<file path="config.mk">
export PLATFORM = sky130hd
export DESIGN_NAME = pkt_dispatch
export DESIGN_NICKNAME = d
export VERILOG_FILES = /design/src/rtl/pkt_dispatch.sv
export SDC_FILE = /design/constraint.sdc
export NUM_CORES = 1
export LEC_CHECK = 0
export BUFFER_PORTS_ARGS = -buffer_cell sky130_fd_sc_hd__buf_2
export CORE_ASPECT_RATIO = 0.8
export CORE_MARGIN = 10
export CORE_UTILIZATION = 56
export CTS_BUF_LIST = sky130_fd_sc_hd__clkbuf_8
export DETAILED_ROUTE_END_ITERATION = 10
export PLACE_DENSITY = 0.82
export SLEW_MARGIN = 20
export SYNTH_ARGS = -nofsm -noshare
export SYNTH_HDL_FRONTEND = slang
export SYNTH_SLANG_ARGS = --single-unit
</file>
<file path="constraint.sdc">
create_clock -name clk -period 3.1 [get_ports clk]
set_clock_uncertainty 0.2 [all_clocks]
set_input_delay 0.155 -clock clk [delete_from_list [all_inputs] [get_ports clk]]
set_output_delay 0.155 -clock clk [all_outputs]
set_load 0.1 [all_outputs]
</file>
<file path="src/rtl/pkt_dispatch.sv">
// Packet dispatcher: queues {type, dest_match} headers and fans each one out to the
// processing blocks selected by ROUTE_MAP, then holds until they all report done or time out.
module pkt_dispatch #(
  parameter int                             TYPE_W    = 3,
  parameter int                             ID_W      = 16,
  parameter int                             NCH       = 4,
  parameter int                             DEPTH     = 4,
  parameter logic [(2**TYPE_W)*NCH-1:0]     ROUTE_MAP = 32'h099A1C6A,
  parameter logic [ID_W-1:0]                BCAST_ID  = {ID_W{1'b1}},
  parameter int                             TIMEOUT   = 255
) (
  input  logic                      clk,
  input  logic                      nrst,
  input  logic                      newpkt,
  input  logic [TYPE_W-1:0]         fPktType,
  input  logic [ID_W-1:0]           destinationID,
  input  logic [ID_W-1:0]           myNodeID,
  output logic                      pkt_ready,
  output logic [NCH-1:0]            en,
  output logic                      iAmDestination,
  output logic [TYPE_W-1:0]         pkt_type_out,
  input  logic [NCH-1:0]            ch_done,
  output logic                      busy,
  output logic                      timeout_pulse,
  output logic [7:0]                drop_cnt,
  output logic [$clog2(DEPTH):0]    fifo_count
);

  localparam int AW = $clog2(DEPTH);
  localparam int CW = AW + 1;
  localparam int TW = (TIMEOUT > 1) ? $clog2(TIMEOUT) : 1;

  typedef enum logic [1:0] {IDLE, ISSUE, WAIT} state_t;

  logic [TYPE_W-1:0] type_mem [DEPTH];
  logic              dm_mem   [DEPTH];
  logic [AW-1:0]     wr_ptr, rd_ptr;
  logic [CW-1:0]     count;

  state_t            state, state_d;
  logic [TYPE_W-1:0] type_q;
  logic              dm_q;
  logic [NCH-1:0]    mask_q, pending, pending_d, remaining;
  logic [TW-1:0]     wait_cnt;

  logic              push, pop, dest_match;
  logic [TYPE_W-1:0] head_type;
  logic [NCH-1:0]    head_mask;

  // Full is judged from the registered count only, so a same-cycle pop cannot rescue a push.
  assign pkt_ready  = (count != CW'(DEPTH));
  assign push       = newpkt & pkt_ready;
  assign dest_match = (destinationID == myNodeID) || (destinationID == BCAST_ID);
  assign head_type  = type_mem[rd_ptr];
  assign head_mask  = ROUTE_MAP[int'(head_type)*NCH +: NCH];
  assign remaining  = pending & ~ch_done;

  assign busy           = (state != IDLE);
  assign iAmDestination = busy & dm_q;
  assign pkt_type_out   = busy ? type_q : '0;
  assign fifo_count     = count;

  always_comb begin
    state_d       = state;
    pending_d     = pending;
    pop           = 1'b0;
    timeout_pulse = 1'b0;
    case (state)
      IDLE: begin
        if (count != '0) begin
          pop = 1'b1;
          if (head_mask != '0) state_d = ISSUE;
        end
      end
      ISSUE: begin
        pending_d = mask_q;
        state_d   = WAIT;
      end
      WAIT: begin
        pending_d = remaining;
        if (remaining == '0) begin
          state_d = IDLE;
        end else if (wait_cnt == TW'(TIMEOUT - 1)) begin
          timeout_pulse = 1'b1;
          pending_d     = '0;
          state_d       = IDLE;
        end
      end
      default: state_d = IDLE;
    endcase
  end

  always_ff @(posedge clk or negedge nrst) begin
    if (!nrst) begin
      state    <= IDLE;
      wr_ptr   <= '0;
      rd_ptr   <= '0;
      count    <= '0;
      drop_cnt <= '0;
      type_q   <= '0;
      dm_q     <= 1'b0;
      mask_q   <= '0;
      pending  <= '0;
      wait_cnt <= '0;
      en       <= '0;
    end else begin
      state   <= state_d;
      pending <= pending_d;
      if (push) wr_ptr <= wr_ptr + AW'(1);
      if (pop)  rd_ptr <= rd_ptr + AW'(1);
      count <= count + CW'(push) - CW'(pop);
      if (newpkt && !pkt_ready && drop_cnt != 8'hFF) drop_cnt <= drop_cnt + 8'd1;
      // en is registered so the burst lands exactly in the ISSUE cycle.
      en <= (pop && head_mask != '0) ? head_mask : '0;
      if (pop) begin
        type_q <= head_type;
        dm_q   <= dm_mem[rd_ptr];
        mask_q <= head_mask;
      end
      wait_cnt <= (state == WAIT && state_d == WAIT) ? wait_cnt + TW'(1) : '0;
    end
  end

  // Header storage carries no reset; validity is tracked by the pointers and count.
  always_ff @(posedge clk) begin
    if (push) begin
      type_mem[wr_ptr] <= fPktType;
      dm_mem[wr_ptr]   <= dest_match;
    end
  end

endmodule

</file>
=== Word level (Yosys, flattened, before mapping) ===
Memory sizes are Yosys's and may differ from the RTL's. A register that Yosys moved wholly into a read port is not among the register bits.
Cells that the tools add are included.

* Bits in registers: 40
* Bits in writable memories: 16
* Input port bits: 42
* Output and inout bits: 22
* Word-level logic and storage cells: 62
* Memories: 2

{| class="wikitable"
|+ Memories
! memory !! depth !! bits a word !! read ports !! clocked after memory_dff !! write ports !! RTL line !! source
|-
| type_mem || 4 || 3 || 1 || 0 || 1 || 35 || <nowiki>logic [TYPE_W-1:0] type_mem [DEPTH];</nowiki>
|-
| dm_mem || 4 || 1 || 1 || 1 || 1 || 36 || <nowiki>logic dm_mem [DEPTH];</nowiki>
|}

* Add/sub/neg operators: 6
* Equal/unequal tests: 8
* Shift-type cells: 1
* Multiplexer cells: 18
* Bitwise logic cells: 4
* Reductions and logical operators: 13

{| class="wikitable"
|+ Operators by type and width
! kind !! number
|-
| 32-bit by 6-bit indexed part select with 4-bit output, first input constant || 1
|-
| 8-bit by 1-bit adder with 8-bit output, second input constant || 2
|-
| 16-bit equality test || 1
|-
| 16-bit equality test, second input constant || 1
|-
| 4-bit 2-to-1 mux || 3
|-
| 8-bit equality test, second input constant || 1
|-
| 2-bit 2-to-1 mux || 4
|-
| 8-bit 2-to-1 mux || 1
|-
| 8-bit inequality test, second input constant || 1
|-
| 4-bit one-hot mux with 2 select lines || 1
|-
| 1-bit 2-to-1 mux || 7
|-
| 2-bit one-hot mux with 3 select lines || 1
|-
| 2-bit by 1-bit adder with 2-bit output, second input constant || 2
|-
| 4-bit AND || 1
|-
| 2-bit equality test, second input constant || 2
|-
| 1-bit logical AND || 4
|-
| 4-bit zero test || 1
|-
| 4-bit inverter || 1
|-
| 2-bit nonzero test || 2
|-
| 4-bit nonzero test || 1
|-
| 3-bit by 1-bit adder with 3-bit output || 1
|-
| 3-bit 2-to-1 mux || 1
|-
| 3-bit inequality test, second input constant || 1
|-
| 3-bit nonzero test || 1
|-
| other kinds (6) || 8
|}

=== Depth between registers and ports, before layout ===
Gate-level depths: netlist of run 1.
An unclocked memory read counts as a cell.

* Depth after elaboration: 9
* Mapped depth: 12
* Gate-level depth less buffers: 11

=== Least setup slack after synthesis of run 1 ===
Ideal clock, no wire load.

* Path kind: register to register
* Start point: register count[2], in the netlist fifo_count[2]
* End point: register count[2], in the netlist fifo_count[2]
* Library setup time: 162 ps
* Data arrival time: 3,481 ps
* Data required time: 2,738 ps
* Path slack: -743 ps
* Cell stages (with the launch flop): 11
* Buffers on the path: 0
* Clock period less this slack: 3,843 ps
* Cells stage by stage: dfrtp_1 -> nand2_1 -> and2_1 -> inv_1 -> ha_1 -> inv_1 -> ha_1 -> inv_1 -> fa_1 -> xnor2_1 -> xnor2_1

* Longest elaborated chain between the ends: 4
* Elaborated cells on any way between the ends: 7
* Those cells by class: add/sub (2); eq/ne (1); mux (2); bitwise (1); reduce/logical (1)

{| class="wikitable"
|+ RTL lines
! element !! RTL line !! source
|-
| start, declared || 38 || <nowiki>logic [CW-1:0] count;</nowiki>
|-
| start signal, assigned || 111 || <nowiki>count <= count + CW'(push) - CW'(pop);</nowiki>
|-
| 3-bit inequality test || 51 || <nowiki>assign pkt_ready = (count != CW'(DEPTH));</nowiki>
|-
| net pkt_ready || 18 || <nowiki>output logic pkt_ready,</nowiki>
|-
| 1-bit AND || 52 || <nowiki>assign push = newpkt & pkt_ready;</nowiki>
|-
| 3-bit by 1-bit adder with 3-bit output || 111 ||
|-
| 3-bit by 1-bit subtractor with 3-bit output || 111 ||
|}

The timed path passes the listed nets, and every way through them passes these cells.
A chain may end at the register's enable or synchronous reset.

=== Final worst setup path of run 1 ===
* Start point: register rd_ptr[1]
* End point: register wait_cnt[1]

* Longest elaborated chain between the ends: 9

{| class="wikitable"
|+ RTL lines
! element !! RTL line !! source
|-
| start, declared || 37 || <nowiki>logic [AW-1:0] wr_ptr, rd_ptr;</nowiki>
|-
| start signal, assigned || 110 || <nowiki>if (pop) rd_ptr <= rd_ptr + AW'(1);</nowiki>
|-
| memory 4 x 3 bit || - ||
|-
| net head_type[1] || 47 || <nowiki>logic [TYPE_W-1:0] head_type;</nowiki>
|-
| 32-bit by 6-bit indexed part select with 4-bit output || 55 || <nowiki>assign head_mask = ROUTE_MAP[int'(head_type)*NCH +: NCH];</nowiki>
|-
| 4-bit nonzero test || 72 || <nowiki>if (head_mask != '0) state_d = ISSUE;</nowiki>
|-
| 2-bit 2-to-1 mux || 72 ||
|-
| 2-bit 2-to-1 mux || 70 || <nowiki>if (count != '0) begin</nowiki>
|-
| 2-bit one-hot mux with 3 select lines || 68 || <nowiki>case (state)</nowiki>
|-
| 2-bit equality test || 120 || <nowiki>wait_cnt <= (state == WAIT && state_d == WAIT) ? wait_cnt + TW'(1) : '0;</nowiki>
|-
| 1-bit logical AND || 120 ||
|-
| 8-bit 2-to-1 mux || 120 ||
|-
| end signal, assigned || 120 ||
|-
| end, declared || 44 || <nowiki>logic [TW-1:0] wait_cnt;</nowiki>
|}

The timed path passes the listed nets, and every way through them passes these cells.

==> results.tsv, run 1 <==
stage	metric	value	unit
run_status	status	completed	
synth	Seq/Total Area, Yosys	51.1	%
synth	syn nets	311	
placed_design	Place WS	171	ps
cells_and_area	# diodes	0	
cts	CTS clk-pin slew, worst paths	60	ps
cts	CTS root buf	clkbuf_8	
cts	clk_lat worst skew	330	ps
detailed_routing	initial drt markers	96	
placed_design	Cells after DPL	372	
cells_and_area	Area Overhead vs Synth	21.5	%
detailed_routing	via/cell ratio	5.40	
sta	max-slew violations	0	
synth	Mapped Area	2950	sq um
worst_hold_path	HP Class	input port to flop	
detailed_routing	Remaining DRCs	0	
cells_and_area	Final #Nets	389	
synth	ys async rst share	71.9	%
setup_path	largest delay contributor family on the critical path	multiplexers	
sta	Setup WS post-layout	230	ps
placed_design	DP HPWL	4630	microns
sta	measured slew at the worst slew-check pin	921	ps
synth	EDFF count, synth	16	
floorplanning	CORE AREA	5060	sq um
detailed_routing	DRT Wirelength	6200	microns
power_and_ir_drop	Static Leak	1.71	nW
cts	Clock Sinks	57	
job	Max Cap Viol	0	
synth	Syn. warnings	0	
floorplanning	die width	101	microns
floorplanning	I/O pin cnt	64	
global_route	largest net degree at the start of global routing	42	
setup_path	Worst Reg-to-Reg Cells	9	
detailed_routing	Antenna Violating Nets Remaining	0	
setup_path	Critical Path AT	2910	ps
sta	Slew headroom	38.6	%
cells_and_area	share of layout cells above drive strength 1	28.4	%
power_and_ir_drop	Power Dens Cells	1070	nW/um^2
floorplanning	Die ar.	8580	sq um
sta	setup TNS	0	ps
floorplanning	Starting Density	58.2	%
detailed_routing	post-DR wirelength/cell	15.7	microns
cells_and_area	Filler cells	378	
setup_path	slowest stage delay, CP	470	ps
power_and_ir_drop	peak supply drop	0.000939	V
setup_path	critical path endpoint category	flop	
cells_and_area	Layout Cells excl Fill	396	
global_route	GRT Total Usage	15.4	%
synth	Synth top area share	34.8	%
synth	Most used DFF post-synth	dfrtp_1	
global_route	initial antenna violation count	0	
sta	Final period util	92.6	%
floorplanning	Std-Cell Rows	23	
synth	Synth cell types	41	
detailed_routing	DRT Pass-1 Iters	4	
cts	CTS max path bufs	2	
global_route	vias in the first global route	2226	
sta	final setup fails	0	
worst_hold_path	Hold Path Stages	3	
setup_path	CP Max Fanout	9	
cts	Num CTS Buffers	9	
worst_hold_path	worst hold endpoint	wr_ptr[0]	
setup_path	r2r startpoint	rd_ptr[1]	
sta	fin crit period	2870	ps
detailed_routing	vias after detailed routing	2137	
setup_path	worst path bufs/invs	1	
cts	CTS HTree Levels	3	
cts	CTS tree	built	
floorplanning	Die H	84.9	microns
synth	post-synthesis register bit count	57	
synth	cell accounting for the most synthesized area	dfrtp_1	
setup_path	Setup CP Type	flop to flop	
setup_path	crit start category	flop	
global_route	first-pass GRT wire length	10600	microns
worst_hold_path	min-delay src	newpkt	
placed_design	global placement routability congestion	0.773	
setup_path	R2R setup slack	230	ps
setup_path	WP data required	3140	ps
sta	RSZ-0062 raised after global routing	no	
setup_path	Slowest cell on crit path	dfrtp_1	
synth	synthesized netlist cell count	251	
placed_design	port bufs	63	
sta	final number of hold-violating endpoints	0	
sta	Fmax	348	MHz
setup_path	Crit Reg-Reg Endpoint	wait_cnt[1]	
cts	setup bufs post-CTS	0	
synth	dominant cells by area after synthesis	dfrtp_1 (35%), edfxtp_1 (16%), ha_1 (7.2%), xor2_1 (6.2%), xnor2_1 (3.9%)	
synth	syn_area_per_cell	11.7	sq um
global_route	grt total ovfl	0	
setup_path	critical path, cell by cell	mux2_2, mux2i_2, inv_1, ha_1, nor2b_1, a221o_1, nand3_2, a22o_1, nor4b_2	
setup_path	Worst Setup SP	rd_ptr[1]	
[logic make-up (layout without fill, tap and decap cells)]
logic type                 after synthesis  count (layout)  synth area share [%]
and+or+nand+nor                         86              86                  16.3
DFF                                     57              57                  51.1
xor gates and xnor gates                34              34                  10.1
AOI/OAI and AO/OA                       26              26                  6.88
buffers and inverters                   21             104                  3.23
adders and majority gates               18              18                  7.89
muxes                                    9               9                  4.46
[final cells by class]
class | instances | area [sq um] | area share (%)
multi-input cells | 173 | 1350 | 37.8
clock buffers | 11 | 151 | 4.23
well taps | 62 | 77.6 | 2.17
repair buffers | 73 | 410 | 11.5
inverters | 15 | 56.3 | 1.57
flip-flops and latches | 57 | 1510 | 42.2
clock inverters | 5 | 22.5 | 0.629
[worst max path at each step]
| stage | cells after the start | endpoint | slack, ps |
|---|---|---|---|
| after floorplan | 11 | fifo_count[2] | 30 |
| after global placement | 9 | wait_cnt[1] | 370 |
| after detailed placement | 9 | wait_cnt[1] | 170 |
| after CTS | 9 | wait_cnt[1] | 150 |
| after global routing | 9 | wait_cnt[1] | 60 |
| final | 9 | wait_cnt[1] | 230 |
[per-layer routing]
layer	vias to the layer above	global-route usage (%)	routed length, microns
met5	-	0	0
met4	0	5.31	44
met3	5	5.83	435
met2	64	23.6	2940
met1	1022	19.3	2780
li1	1046	-	-
[state kept, by name, summed over array words and instances, names as in the netlist, 3 cells and up]
name and count:
wait_cnt 8, drop_cnt 8, type_mem 12, dm_mem 4, en 4, fifo_count 3
mask_q 4, pending 4, type_q 3
[worst min-delay path, cell delays in order]
cell	delay (ps)
buf_2	120
and2_1	210
xnor2_1	80
[power breakdown]
| part | switching, mW | internal [mW] | total [mW] |
|---|---|---|---|
| combinational | 1.43 | 0.621 | 2.05 |
| clock | 0.274 | 0.323 | 0.597 |
| sequential | 0.188 | 1.00 | 1.19 |
[synth_stat cells (all sizes together), types with 4 or more instances]
library cell,number
nor3,8
ha,17
xnor2,13
nand2,23
inv,15
nand4,9
nor2b,10
xor2,21
buf,4
a22o,5
dfrtp,41
nand3,7
nor2,7
o21ai,10
nor4,4
and3,6
edfxtp,16
[cell usage in the layout, fill, tap and decap left out, types with 4 or more instances in the layout]
cell type,synthesis,routed
dlygate4sd3_1,0,8
xnor2_1,13,13
a22o_1,5,5
ha_1,17,17
nor3_1,8,8
nand4_1,9,9
nor2_1,7,7
nor4_1,4,4
xor2_1,21,21
edfxtp_1,16,16
and3_1,6,6
nand3_1,6,6
o21ai_0,9,9
nor2b_1,10,10
dfrtp_1,41,38
nand2_1,23,22
clkbuf_8,0,11
inv_1,15,17
buf_2,1,63
[through the flow]
stage | utilization [%] | area (sq um) | hold slack (ps) | total power, mW
after floorplan | - | 2950 | -341 | 2.87
after CTS | 70.6 | 3580 | 55.3 | 3.85
final | 70.7 | 3580 | 67.5 | 3.84
after detailed placement | 65.6 | 3320 | 137 | 3.24
after global placement | 65.6 | 3320 | 131 | 3.18
after global routing | 70.7 | 3580 | 99.6 | 4.11
[repair_timing]
| item | in CTS | in global routing |
|---|---|---|
| hold buffers | 8 | 0 |
| resized for setup | 0 | 1 |
| setup endpoints to repair | 0 | 1 |
| hold endpoints to repair | 57 | 0 |
(Power assumes the default switching activity.)
==> run 2: changes to the inputs <==
CORE_UTILIZATION = 26   (was 56)
PLACE_DENSITY = default   (was 0.82)
==> run 2 against run 1 <==
Combinational power is essentially flat. Total power rose by 2.9%. Global-route usage down 7.1 points. Largest power group unchanged.
==> results.tsv, run 2 (same netlist as run 1, synthesis figures left out) <==
stage	metric	value	unit	change
global_route	first-pass GRT wire length	10900	microns	+2.9%
setup_path	Critical Path AT	2860	ps	-50 ps
power_and_ir_drop	Logic pwr share	51.4	%	-2.0 points
floorplanning	I/O pin cnt	64		unchanged
detailed_routing	initial drt markers	99		+3.1%
power_and_ir_drop	Static Leak	1.69	nW	-0.64%
worst_hold_path	min-delay src	ch_done[2]		
setup_path	Setup CP Type	flop to flop		
setup_path	Crit Reg-Reg Endpoint	wait_cnt[0]		
cells_and_area	fin area	3690	sq um	+3.0%
global_route	met3 Use GR	3.34	%	-2.5 points
setup_path	Worst Setup SP	rd_ptr[0]		
global_route	grt total ovfl	0		unchanged
placed_design	dpl cell area	3420	sq um	+2.9%
cells_and_area	Area Overhead vs Synth	25.1	%	
cells_and_area	max reg flops	12		unchanged
global_route	global route hottest layer	met2		
detailed_routing	DRT Pass-1 Iters	4		unchanged
global_route	vias in the first global route	2284		+2.6%
sta	final number of hold-violating endpoints	0		unchanged
cells_and_area	top flop regs	type_mem (12), drop_cnt (8), wait_cnt (8)		
setup_path	critical path endpoint category	flop		
cells_and_area	most common cell after layout, fill and taps aside	buf_2		
placed_design	global placement routability congestion	0.796		+2.9%
sta	final setup fails	0		unchanged
floorplanning	Die ar.	16000	sq um	+87%
placed_design	Cells after DPL	453		+22%
sta	max-slew violations	0		unchanged
placed_design	DP HPWL	5020	microns	+8.3%
floorplanning	die width	139	microns	+38%
global_route	GRT Total Usage	8.26	%	-7.1 points
cts	Clock Sinks	57		unchanged
power_and_ir_drop	Seq pwr share	30.1	%	-1.0 points
power_and_ir_drop	Power Dens Cells	1070	nW/um^2	about the same
floorplanning	CORE AREA	11000	sq um	+120%
detailed_routing	post-DR wirelength/cell	13.5	microns	-14%
cts	CTS HTree Levels	3		unchanged
run_status	status	completed		
setup_path	r2r startpoint	rd_ptr[0]		
floorplanning	Starting Density	26.9	%	-31 points
detailed_routing	Remaining DRCs	0		unchanged
cells_and_area	Final #Nets	385		-1.0%
cells_and_area	most flop-heavy register	type_mem		
job	Max Cap Viol	0		unchanged
cells_and_area	commonest cells after routing, fill and taps aside	buf_2 (63), dfrtp_1 (37), nand2_1 (22)		
power_and_ir_drop	Clk pwr share	18.5	%	+3.0 points
global_route	met1 usage	10.4	%	-8.9 points
sta	Fmax	354	MHz	+1.7%
cts	CTS root buf	clkbuf_8		
cells_and_area	# diodes	0		unchanged
setup_path	CP Max Fanout	9		unchanged
cells_and_area	Finished Core Util	33.6	%	-37 points
sta	measured slew at the worst slew-check pin	931	ps	+10.3 ps
cts	Num CTS Buffers	9		unchanged
sta	RSZ-0062 raised after global routing	no		
sta	fin crit period	2820	ps	-47.2 ps
setup_path	Worst Reg-to-Reg Cells	7		-2
cts	CTS max path bufs	2		unchanged
worst_hold_path	HP Class	input port to flop		
sta	setup TNS	0	ps	unchanged
cells_and_area	share of layout cells above drive strength 1	29.4	%	+0.95 points
sta	Final period util	91.1	%	-1.5 points
setup_path	crit start category	flop		
setup_path	R2R setup slack	280	ps	+50 ps
global_route	initial antenna violation count	0		unchanged
worst_hold_path	worst hold endpoint	pending[2]		
power_and_ir_drop	Internal	2.05	mW	+5.2%
cells_and_area	Layout Cells excl Fill	474		+20%
cts	CTS clk-pin slew, worst paths	70	ps	about the same
power_and_ir_drop	peak supply drop	0.000449	V	-52%
global_route	largest net degree at the start of global routing	42		unchanged
power_and_ir_drop	total power	3.95	mW	+2.9%
detailed_routing	Antenna Violating Nets Remaining	0		unchanged
detailed_routing	DRT Wirelength	6400	microns	+3.3%
sta	Slew headroom	37.9	%	-0.68 points
placed_design	port bufs	63		unchanged
cts	CTS tree	built		
floorplanning	Die H	115	microns	+36%
cts	clk_lat worst skew	330	ps	about the same
detailed_routing	via/cell ratio	4.45		-17%
floorplanning	Std-Cell Rows	34		+48%
cells_and_area	Filler cells	1138		+200%
global_route	met2 GRT Util	12.6	%	-11 points
worst_hold_path	Hold Path Stages	3		unchanged
setup_path	WP data required	3140	ps	about the same
power_and_ir_drop	Sw Pwr	1.90	mW	+0.54%
power_and_ir_drop	switching share of power	48.1	%	-1.1 points
detailed_routing	vias after detailed routing	2111		-1.2%
-- run 2: routing by layer --
metal	part of all wire, %	vias to the layer above
li1	-	1038
met1	49	1000
met5	0	-
met4	1.1	0
met2	44	62
met3	6.1	11
-- run 2: final cells by class --
class	instances	area, sq um	area share [%]
clock buffers	12	165	4.48
inverters	15	56.3	1.53
multi-input cells	173	1350	36.7
clock inverters	4	48.8	1.32
repair buffers	69	373	10.1
well taps	144	180	4.89
flip-flops and latches	57	1510	41.0
-- run 2: how the worst max path moves through the flow --
stage,end,cells after the start
floorplan,fifo_count[2],11
global placement,wait_cnt[1],9
detailed placement,wait_cnt[1],9
CTS,wait_cnt[0],9
global route,wait_cnt[2],9
finish,wait_cnt[0],7
-- run 2: critical path, stage by stage (launching register included) --
cell and delay (ps):
dfrtp_1 570, mux4_2 610, ha_1 260, nor2b_1 120
a221o_1 200, nand3_2 140, a22o_1 380, nor4b_2 250
-- run 2: repair_timing --
action | 4_1_cts | 5_1_grt
setup endpoints to repair | 0 | 9
buffers inserted | 0 | 0
hold endpoints to repair | 54 | 0
hold buffers | 5 | 0
gates resized for setup | 0 | 2
-- run 2: power groups by stage --
stage / logic (mW) / clock network, mW / registers, mW
2_1_floorplan: 1.32 / 0 / 1.55
3_3_place_gp: 2.02 / 0 / 1.20
3_5_place_dp: 2.04 / 0 / 1.20
4_1_cts: 2.05 / 0.752 / 1.19
5_1_grt: 2.22 / 0.791 / 1.23
6_report: 2.03 / 0.731 / 1.19
-- run 2: stage by stage --
| stage | hold WS, ps | setup slack [ps] |
|---|---|---|
| floorplan | -341 | 31.2 |
| global placement | 131 | 315 |
| detailed placement | 148 | 188 |
| CTS | 5.81 | 150 |
| global route | 20.1 | 56.0 |
| finish | 12.6 | 277 |
==> run 3: changes to the inputs <==
clock period = 3.4 ns   (was 3.1 ns; I/O delays follow)
==> run 3 against run 2 <==
Count of clock-buffer cells in the layout is the same. First-iteration DRC count grew 15%. Final area grew 0.85%. Setup slack gained 210 ps.
==> results.tsv, run 3 (same netlist as run 1, synthesis figures left out) <==
stage	metric	value	unit	change
global_route	GRT Total Usage	8.29	%	+0.027 points
worst_hold_path	min-delay src	ch_done[1]		
sta	Setup WS post-layout	486	ps	+209 ps
floorplanning	Die H	115	microns	unchanged
sta	max-slew violations	0		unchanged
cts	CTS Hold Bufs	4		-1
cts	Resized Gates After CTS	0		unchanged
setup_path	crit start category	flop		
cells_and_area	max reg flops	12		unchanged
sta	fin crit period	2910	ps	+91.4 ps
cells_and_area	most flop-heavy register	type_mem		
setup_path	r2r startpoint	rd_ptr[1]		
sta	Slew headroom	38.1	%	+0.17 points
worst_hold_path	HP Class	input port to flop		
setup_path	critical path endpoint category	flop		
sta	Final period util	85.7	%	-5.3 points
global_route	first-pass GRT wire length	11000	microns	+0.82%
power_and_ir_drop	Static Leak	1.72	nW	+1.4%
job	Max Cap Viol	0		unchanged
worst_hold_path	worst hold endpoint	pending[1]		
setup_path	Worst Reg-to-Reg Cells	9		+2
detailed_routing	post-DR wirelength/cell	13.5	microns	about the same
worst_hold_path	Hold Path Stages	3		unchanged
cts	Clock Sinks	57		unchanged
floorplanning	Std-Cell Rows	34		unchanged
sta	final setup fails	0		unchanged
cells_and_area	share of layout cells above drive strength 1	28.6	%	-0.82 points
detailed_routing	vias after detailed routing	2118		+0.33%
cells_and_area	# diodes	0		unchanged
global_route	vias in the first global route	2244		-1.8%
detailed_routing	DRT Pass-1 Iters	4		unchanged
cells_and_area	Filler cells	1124		-1.2%
global_route	met3 Use GR	3.54	%	+0.21 points
floorplanning	die width	139	microns	unchanged
global_route	met1 usage	10.5	%	+0.10 points
global_route	global route hottest layer	met2		
cts	setup bufs post-CTS	0		unchanged
sta	worst hold slack	31.3	ps	+18.8 ps
cells_and_area	Finished Core Util	33.9	%	+0.29 points
setup_path	WP data required	3440	ps	+300 ps
placed_design	global placement routability congestion	0.795		about the same
cts	Num CTS Buffers	9		unchanged
cells_and_area	top flop regs	type_mem (12), drop_cnt (8), wait_cnt (8)		
cts	CTS tree	built		
setup_path	Critical Path AT	2950	ps	+90 ps
sta	Fmax	343	MHz	-3.1%
detailed_routing	via/cell ratio	4.48		+0.54%
power_and_ir_drop	Power Dens Cells	1010	nW/um^2	-6.2%
cells_and_area	commonest cells after routing, fill and taps aside	buf_2 (63), dfrtp_1 (39), nand2_1 (22)		
floorplanning	CORE AREA	11000	sq um	unchanged
power_and_ir_drop	peak supply drop	0.000402	V	-11%
global_route	grt total ovfl	0		unchanged
floorplanning	Starting Density	26.9	%	unchanged
sta	measured slew at the worst slew-check pin	929	ps	-2.60 ps
global_route	largest net degree at the start of global routing	42		unchanged
cts	CTS HTree Levels	3		unchanged
cts	CTS root buf	clkbuf_8		
placed_design	DP HPWL	5010	microns	about the same
placed_design	Place WS	508	ps	+319 ps
setup_path	CP Max Fanout	9		unchanged
cells_and_area	most common cell after layout, fill and taps aside	buf_2		
detailed_routing	Antenna Violating Nets Remaining	0		unchanged
detailed_routing	initial drt markers	114		+15%
sta	final number of hold-violating endpoints	0		unchanged
floorplanning	I/O pin cnt	64		unchanged
global_route	met2 GRT Util	12.2	%	-0.44 points
detailed_routing	Remaining DRCs	0		unchanged
cells_and_area	Area Overhead vs Synth	26.1	%	
cells_and_area	Final #Nets	384		-0.26%
cts	CTS clk-pin slew, worst paths	70	ps	about the same
floorplanning	Die ar.	16000	sq um	unchanged
sta	RSZ-0062 raised after global routing	no		
cts	CTS max path bufs	2		unchanged
sta	setup TNS	0	ps	unchanged
setup_path	Crit Reg-Reg Endpoint	wait_cnt[1]		
detailed_routing	DRT Wirelength	6390	microns	-0.17%
setup_path	R2R setup slack	490	ps	+210 ps
cts	clk_lat worst skew	330	ps	about the same
run_status	status	completed		
placed_design	port bufs	63		unchanged
global_route	initial antenna violation count	0		unchanged
setup_path	Setup CP Type	flop to flop		
==> run 3: cell count changes in the layout (fill, tap and decap cells not counted) <==
| cell | delta |
|---|---|
| bufinv_16 | +2 |
| dfrtp_1 | +2 |
| dfrtp_2 | -2 |
| clkinv_2 | -1 |
| clkinvlp_4 | -1 |
| dlygate4sd3_1 | -1 |
| mux2i_1 | +1 |
| mux2i_2 | -1 |
==> run 3: where the power goes <==
| part | switching, mW | internal [mW] |
|---|---|---|
| combinational | 1.30 | 0.550 |
| sequential | 0.168 | 0.915 |
| clock | 0.261 | 0.547 |
| total | 1.73 | 2.01 |
==> run 3: layer usage <==
| metal | wire length, microns | part of all wire, % | vias to the layer above |
|---|---|---|---|
| met1 | 3060 | 48 | 1001 |
| met2 | 2760 | 43 | 72 |
| li1 | - | - | 1036 |
| met5 | 0 | 0 | - |
| met3 | 484 | 7.6 | 9 |
| met4 | 88 | 1.4 | 0 |
==> run 3: worst max-delay path: stages (launching register included) <==
cell,delay (ps)
dfrtp_1,470
mux2_2,380
mux2i_1,310
inv_1,140
ha_1,240
nor2b_1,120
a221o_1,200
nand3_2,140
a22o_1,380
nor4b_2,250
==> run 3: worst max path at each step <==
stage,start,to
after global placement,rd_ptr[1],wait_cnt[1]
after detailed placement,rd_ptr[1],wait_cnt[1]
final,rd_ptr[1],wait_cnt[1]
after floorplan,fifo_count[0],fifo_count[2]
after global routing,rd_ptr[1],wait_cnt[2]
after CTS,rd_ptr[1],wait_cnt[1]
==> run 3: stage by stage <==
| stage | total power [mW] | cell area (sq um) | instances |
|---|---|---|---|
| final | 3.74 | 3720 | 473 |
| after global routing | 3.99 | 3720 | 473 |
| after CTS | 3.79 | 3720 | 473 |
| after detailed placement | 2.96 | 3420 | 453 |
| after global placement | 2.92 | 3420 | 453 |
| after floorplan | 2.62 | 2950 | 251 |
==> run 3: layout make-up <==
type / count / area (sq um) / area share, %
sequential: 57 / 1510 / 40.6
multi-input combinational: 173 / 1350 / 36.3
timing repair buffer: 68 / 363 / 9.76
tap: 144 / 180 / 4.85
clock buffer: 12 / 165 / 4.44
clock inverter: 4 / 96.3 / 2.59
inverter: 15 / 56.3 / 1.51
